`src/rtl/adder_response_monitor.sv`:
```
// -----------------------------------------------------------------------------
// adder_response_monitor
//
// Purpose
//   Consumer of a ripple-carry adder under test. For each accepted vector it
//   captures the applied operands {a,b,cin} together with the adder response
//   {cout,s}. It checks that response against a golden a+b+cin, counts the
//   failing vectors (saturating) and records the 0-based index of the first
//   failing vector of the session. A session accepts exactly NVEC vectors.
//
// Optional feature
//   ADDER_MON_MISR_EN : when defined, adds a 16-bit MISR over the responses
//                       and the `signature` output port.
//
// Parameters
//   WIDTH  operand width (response is WIDTH+1 bits {cout,s}; WIDTH <= 15)
//   NVEC   vectors accepted per session (1 .. 2**CNT_W-1)
//   CNT_W  width of vector index, mismatch counter and first_fail_idx
//
// Ports
//   clk            in   rising-edge clock
//   rst_n          in   asynchronous active-low reset
//   start          in   begin a session (honoured in IDLE or DONE only)
//   in_valid       in   a/b/cin/s/cout hold a valid vector
//   in_ready       out  monitor accepts; transfer = in_valid & in_ready
//   a, b           in   operands applied to the adder
//   cin            in   carry-in applied to the adder
//   s              in   adder sum response
//   cout           in   adder carry-out response
//   busy           out  session running (RUN)
//   done           out  session finished (DONE), held until next start
//   mismatch_cnt   out  failing vectors this session, saturating
//   first_fail_vld out  at least one failing vector this session
//   first_fail_idx out  index of the first failing vector
//   signature      out  MISR signature (ADDER_MON_MISR_EN only)
// -----------------------------------------------------------------------------
module adder_response_monitor #(
    parameter int WIDTH = 4,
    parameter int NVEC  = 256,
    parameter int CNT_W = 16
) (
    input  logic             clk,
    input  logic             rst_n,
    input  logic             start,
    input  logic             in_valid,
    output logic             in_ready,
    input  logic [WIDTH-1:0] a,
    input  logic [WIDTH-1:0] b,
    input  logic             cin,
    input  logic [WIDTH-1:0] s,
    input  logic             cout,
    output logic             busy,
    output logic             done,
    output logic [CNT_W-1:0] mismatch_cnt,
    output logic             first_fail_vld,
    output logic [CNT_W-1:0] first_fail_idx
`ifdef ADDER_MON_MISR_EN
    ,
    output logic [15:0]      signature
`endif
);

    typedef enum logic [1:0] {
        ST_IDLE  = 2'd0,
        ST_RUN   = 2'd1,
        ST_DRAIN = 2'd2,
        ST_DONE  = 2'd3
    } state_e;

    localparam logic [CNT_W-1:0] CNT_ZERO = {CNT_W{1'b0}};
    localparam logic [CNT_W-1:0] CNT_ONE  = {{(CNT_W-1){1'b0}}, 1'b1};
    localparam logic [CNT_W-1:0] CNT_MAX  = {CNT_W{1'b1}};
    localparam logic [CNT_W-1:0] LAST_IDX = CNT_W'(NVEC - 1);

    // Reference result of the adder, carry kept as the top bit.
    function automatic logic [WIDTH:0] golden_sum(
        input logic [WIDTH-1:0] x,
        input logic [WIDTH-1:0] y,
        input logic             c
    );
        return {1'b0, x} + {1'b0, y} + {{WIDTH{1'b0}}, c};
    endfunction

`ifdef ADDER_MON_MISR_EN
    localparam logic [15:0] MISR_SEED = 16'hFFFF;

    // One MISR step: CCITT-style shift with the response folded into the LSBs.
    function automatic logic [15:0] misr_step(
        input logic [15:0]  sig,
        input logic [WIDTH:0] resp
    );
        return {sig[14:0], 1'b0}
             ^ (sig[15] ? 16'h1021 : 16'h0000)
             ^ {{(15-WIDTH){1'b0}}, resp};
    endfunction
`endif

    // Control state and registered outputs
    state_e             state_q, state_d;
    logic               in_ready_q;
    logic               busy_q;
    logic               done_q;

    // Session counters
    logic [CNT_W-1:0]   vec_cnt_q, vec_cnt_d;
    logic [CNT_W-1:0]   mismatch_cnt_q, mismatch_cnt_d;
    logic               ff_vld_q, ff_vld_d;
    logic [CNT_W-1:0]   ff_idx_q, ff_idx_d;

    // Stage 1: captured vector awaiting its check
    logic               s1_vld_q, s1_vld_d;
    logic [WIDTH-1:0]   s1_a_q;
    logic [WIDTH-1:0]   s1_b_q;
    logic               s1_cin_q;
    logic [WIDTH:0]     s1_resp_q;
    logic [CNT_W-1:0]   s1_idx_q;

    // Combinational helpers
    logic               xfer_s;
    logic               start_run_s;
    logic               fail_s;

`ifdef ADDER_MON_MISR_EN
    logic [15:0]        sig_q, sig_d;
`endif

    // in_ready_q mirrors "state is RUN", so it alone qualifies a transfer.
    assign xfer_s      = in_valid & in_ready_q;
    assign start_run_s = start & ((state_q == ST_IDLE) | (state_q == ST_DONE));
    assign fail_s      = s1_vld_q &
                         (golden_sum(s1_a_q, s1_b_q, s1_cin_q) != s1_resp_q);

    // Next-state decode for the session FSM.
    always_comb begin
        state_d = state_q;
        case (state_q)
            ST_IDLE: begin
                if (start) begin
                    state_d = ST_RUN;
                end else begin
                    state_d = ST_IDLE;
                end
            end
            ST_RUN: begin
                // Last vector leaves RUN on its own transfer edge.
                if (xfer_s && (vec_cnt_q == LAST_IDX)) begin
                    state_d = ST_DRAIN;
                end else begin
                    state_d = ST_RUN;
                end
            end
            ST_DRAIN: begin
                // Wait one edge for the last captured vector to be folded.
                if (!s1_vld_q) begin
                    state_d = ST_DONE;
                end else begin
                    state_d = ST_DRAIN;
                end
            end
            ST_DONE: begin
                if (start) begin
                    state_d = ST_RUN;
                end else begin
                    state_d = ST_DONE;
                end
            end
            default: begin
                state_d = ST_IDLE;
            end
        endcase
    end

    // Next values of vector index, stage-1 valid and result accumulators.
    always_comb begin
        vec_cnt_d      = vec_cnt_q;
        mismatch_cnt_d = mismatch_cnt_q;
        ff_vld_d       = ff_vld_q;
        ff_idx_d       = ff_idx_q;
        s1_vld_d       = xfer_s;
        if (start_run_s) begin
            vec_cnt_d      = CNT_ZERO;
            mismatch_cnt_d = CNT_ZERO;
            ff_vld_d       = 1'b0;
            ff_idx_d       = CNT_ZERO;
        end else begin
            if (xfer_s) begin
                vec_cnt_d = vec_cnt_q + CNT_ONE;
            end else begin
                vec_cnt_d = vec_cnt_q;
            end
            if (fail_s && (mismatch_cnt_q != CNT_MAX)) begin
                mismatch_cnt_d = mismatch_cnt_q + CNT_ONE;
            end else begin
                mismatch_cnt_d = mismatch_cnt_q;
            end
            // Only the first failure of the session is recorded.
            if (fail_s && !ff_vld_q) begin
                ff_vld_d = 1'b1;
                ff_idx_d = s1_idx_q;
            end else begin
                ff_vld_d = ff_vld_q;
                ff_idx_d = ff_idx_q;
            end
        end
    end

`ifdef ADDER_MON_MISR_EN
    // Next MISR value: seeded at session start, advanced per checked response.
    always_comb begin
        sig_d = sig_q;
        if (start_run_s) begin
            sig_d = MISR_SEED;
        end else if (s1_vld_q) begin
            sig_d = misr_step(sig_q, s1_resp_q);
        end else begin
            sig_d = sig_q;
        end
    end
`endif

    // FSM state plus status outputs registered from the next state.
    always_ff @(posedge clk or negedge rst_n) begin
        if (!rst_n) begin
            state_q    <= ST_IDLE;
            in_ready_q <= 1'b0;
            busy_q     <= 1'b0;
            done_q     <= 1'b0;
        end else begin
            state_q    <= state_d;
            in_ready_q <= (state_d == ST_RUN);
            busy_q     <= (state_d == ST_RUN);
            done_q     <= (state_d == ST_DONE);
        end
    end

    // Session counters and first-failure record.
    always_ff @(posedge clk or negedge rst_n) begin
        if (!rst_n) begin
            vec_cnt_q      <= CNT_ZERO;
            mismatch_cnt_q <= CNT_ZERO;
            ff_vld_q       <= 1'b0;
            ff_idx_q       <= CNT_ZERO;
        end else begin
            vec_cnt_q      <= vec_cnt_d;
            mismatch_cnt_q <= mismatch_cnt_d;
            ff_vld_q       <= ff_vld_d;
            ff_idx_q       <= ff_idx_d;
        end
    end

    // Stage-1 capture of operands, response and vector index on transfer.
    always_ff @(posedge clk or negedge rst_n) begin
        if (!rst_n) begin
            s1_vld_q  <= 1'b0;
            s1_a_q    <= {WIDTH{1'b0}};
            s1_b_q    <= {WIDTH{1'b0}};
            s1_cin_q  <= 1'b0;
            s1_resp_q <= {(WIDTH+1){1'b0}};
            s1_idx_q  <= CNT_ZERO;
        end else begin
            s1_vld_q <= s1_vld_d;
            if (xfer_s) begin
                s1_a_q    <= a;
                s1_b_q    <= b;
                s1_cin_q  <= cin;
                s1_resp_q <= {cout, s};
                s1_idx_q  <= vec_cnt_q;
            end else begin
                s1_a_q    <= s1_a_q;
                s1_b_q    <= s1_b_q;
                s1_cin_q  <= s1_cin_q;
                s1_resp_q <= s1_resp_q;
                s1_idx_q  <= s1_idx_q;
            end
        end
    end

`ifdef ADDER_MON_MISR_EN
    // MISR register; reset value equals the seed.
    always_ff @(posedge clk or negedge rst_n) begin
        if (!rst_n) begin
            sig_q <= MISR_SEED;
        end else begin
            sig_q <= sig_d;
        end
    end

    assign signature = sig_q;
`endif

    assign in_ready       = in_ready_q;
    assign busy           = busy_q;
    assign done           = done_q;
    assign mismatch_cnt   = mismatch_cnt_q;
    assign first_fail_vld = ff_vld_q;
    assign first_fail_idx = ff_idx_q;

endmodule

```
`config.mk`:
```
export PLATFORM = sky130hd
export DESIGN_NAME = adder_response_monitor
export DESIGN_NICKNAME = d
export VERILOG_FILES = /design/src/rtl/adder_response_monitor.sv
export SDC_FILE = /design/constraint.sdc
export NUM_CORES = 1
export LEC_CHECK = 0
export CORE_UTILIZATION = 35
export DETAILED_ROUTE_END_ITERATION = 8
export SLEW_MARGIN = 10
export SYNTH_ARGS = -nofsm -noshare
export SYNTH_HDL_FRONTEND = slang
export SYNTH_SLANG_ARGS = --single-unit
```
`constraint.sdc`:
```
create_clock -name clk -period 2.44 [get_ports clk]
set_input_delay 0.244 -clock clk [delete_from_list [all_inputs] [get_ports clk]]
set_output_delay 0.244 -clock clk [all_outputs]
set_load 0.03 [all_outputs]
```
==> qor.csv <==
metric;value;unit
Comb power frac;0.404;
via count;2996;
Ports;54;
CTS root buf;clkbuf_16;
nets;478;
Post-synth top cells;dfrtp_1 (84), nand2_1 (44), mux2_2 (27), nand3_1 (27);
status;finished, violations left;
synth top area cells;dfrtp_1 (52%), mux2_2 (7.5%), nand2_1 (4.1%);
Antenna Nets Post-Route;0;
CP Capture Type;register;
total gr overflow;0;
Clock power frac;0.260;
CTS tree;done;
max-cap viol count;0;
Die Y;110;um
post-DP HPWL;5770;um
first-pass GRT wire length;14100;um
ys flop type;dfrtp_1;
failing checks;setup timing;
Ys Warns;0;
cell area after synthesis;4050;um^2
max frequency;396;MHz
placed instance area;4830;um^2
pin count of the biggest net entering global routing;48;
post-route cell area;5270;um^2
flops & latches, synth;84;
Initial Util;0.366;
Critical Path Max Stage Delay;0.38;ns
r2r setup slk;-0.09;ns
CP max stage cell;or3_1;
post-synth cell types;52;
DRT Pass-1 Iters;4;
Startpoint Class;register;
Worst Slack Setup Final;-0.0880;ns
clk_lat worst skew;0.34;ns
Max Clock Skew;0.00871;ns
filler cell count;1040;
drt total wl;8170;um
first-iteration detailed-routing DRC count;110;
clk buf depth;2;
Final Max Slew Viols;0;
Clock H-tree levels;3;
Multi-input gate area;1890;um^2
Die Area;12000;um^2
Seq pwr share;0.336;
Async SR Flop Fraction;1.00;
CP cell instances;inv_2 -> fa_2 -> inv_2 -> fa_2 -> buf_6 -> xor2_2 -> xnor2_2 -> nand4b_4 -> buf_6 -> o2111ai_4 -> or3_1 -> a21oi_1;
post-synth top area cell;dfrtp_1;
total CTS buffers;9;
antenna violations before repair;0;
clk sink count;84;
P_leak;2.29;nW
Layout area overhead;30.1;%
Slew headroom;0.591;
most common cell in the netlist;dfrtp_1;
VDD IR max;0.539;mV
Die W;110;um
WHS;0.468;ns
GPL Wtd Cong;0.782;
Rows;38;
Top delay family on crit path;adder cells;
Worst Path Max Fanout;5;
clock transition at the registers of the reported paths;0.06;ns
drt wl/cell;13.8;um
Vias per Instance;5.04;
Pwr per Cell Area;1060;nW/um^2
Core ar.;11100;um^2
Total GRT Usage;0.153;
endpoints failing hold;0;
syn_area_per_cell;10.6;um^2
Worst Tran Pin Value;0.613;ns
Post-Syn Nets;411;
Diodes inserted;0;
Sw Ratio;0.356;
Worst Hold Class;primary input to async pin;
fin crit share;1.04;
Psw;0.00198;W
kind of critical path;register to register;
share of cells above drive strength 1;0.205;
Critical Path RT;2.71;ns
Tmin final;2.53;ns
Mapped Cells;382;
area share of the largest cell type after synthesis;0.519;
Reg area;2100;um^2
RSZ-0062 raised after global routing;true;
number of global-route vias before repair;2929;
CP arrival;2.79;ns
post-synthesis sequential area ratio;0.519;
P_int;0.00359;W
# setup viols final;17;
Place WS;-0.189;ns
EDFF count, synth;0;
I/O Buffers;53;
DRC viols;0;
Critical path buffers and inverters;4;
==> layout make-up <==
class                   instances  area share
flip-flops and latches         84       0.399
multi-input cells             265       0.359
repair buffers                 74       0.138
well taps                     140      0.0332
clock inverters                 4      0.0138
inverters                      15      0.0107
clock buffers                  12      0.0467
==> final timing paths <==
check | start | cells after the start | endpoint
setup / recovery | s1_a_q[0] | 12 | mismatch_cnt[13]
hold reg to reg | first_fail_idx[11] | 2 | first_fail_idx[11]
max in group asynchronous | rst_n | 3 | mismatch_cnt[11]
min in group clk | cin | 3 | s1_cin_q
hold / removal | rst_n | 2 | first_fail_idx[10]
setup reg to reg | s1_a_q[0] | 12 | mismatch_cnt[13]
==> state kept, by name, summed over array words and instances (netlist names) <==
name and count:
s1_idx_q 16, state_q 2, s1_vld_q 1, mismatch_cnt 16, first_fail_idx 16, busy 1, s1_cin_q 1, s1_a_q 4
first_fail_vld 1, s1_b_q 4, vec_cnt_q 16, done 1, s1_resp_q 5
==> placed cells by master, fill, tap and decap left out, drive strengths merged, types with 2 or more instances in the layout <==
cell / count
nand2: 44
o2111ai: 4
clkdlybuf4s50: 52
and4: 5
fa: 2
bufinv: 2
and2: 3
nor4: 2
and3: 6
nand3: 28
or4: 6
xnor2: 8
o21ai: 25
inv: 15
o31ai: 4
clkbuf: 12
o211ai: 7
a21oi: 18
nand4: 6
ha: 9
buf: 21
mux2: 27
xor2: 14
dfrtp: 84
nor2: 25
nand3b: 2
nor3: 4
a21o: 3
or3: 5
==> per-stage QoR <==
step / utilization / total power [W] / instances / TNS (ns)
2_1_floorplan: - / 0.00314 / 382 / 0
3_3_place_gp: 0.436 / 0.00376 / 576 / -0.707
3_5_place_dp: 0.436 / 0.00381 / 576 / -2.21
4_1_cts: 0.473 / 0.00554 / 593 / -0.152
5_1_grt: 0.476 / 0.00590 / 594 / -3.96
6_report: 0.476 / 0.00557 / 594 / -0.249
==> metal layers <==
layer	global-route usage	vias to the layer above	part of all wire
met2	0.230	59	0.46
met4	0.0600	0	0.016
met3	0.0362	13	0.037
li1	-	1479	-
met1	0.214	1445	0.49
met5	0	-	0
==> power by group through the flow <==
stage / Sequential (W) / Combinational, W / Clock [W]
2_1_floorplan: 0.00192 / 0.00121 / 0
3_3_place_gp: 0.00187 / 0.00189 / 0
3_5_place_dp: 0.00189 / 0.00193 / 0
4_1_cts: 0.00187 / 0.00219 / 0.00148
5_1_grt: 0.00191 / 0.00245 / 0.00155
6_report: 0.00187 / 0.00225 / 0.00145
==> what timing repair did <==
action,CTS,global route
hold buffers,1,0
pin swaps,12,6
buffers inserted,1,1
endpoints found under the setup margin,33,33
resized for setup,20,7
endpoints found under the hold margin,46,0
==> logic make-up after synthesis <==
| logic type | count (synthesis) | synth area share |
|---|---|---|
| and+or+nand+nor | 141 | 0.182 |
| DFF | 84 | 0.519 |
| AOI/OAI and AO/OA | 64 | 0.0979 |
| buffers and inverters | 33 | 0.0361 |
| muxes | 27 | 0.0750 |
| xor gates and xnor gates | 22 | 0.0522 |
| adders and majority gates | 11 | 0.0377 |
No activity file was read; power rests on OpenSTA's default activity.
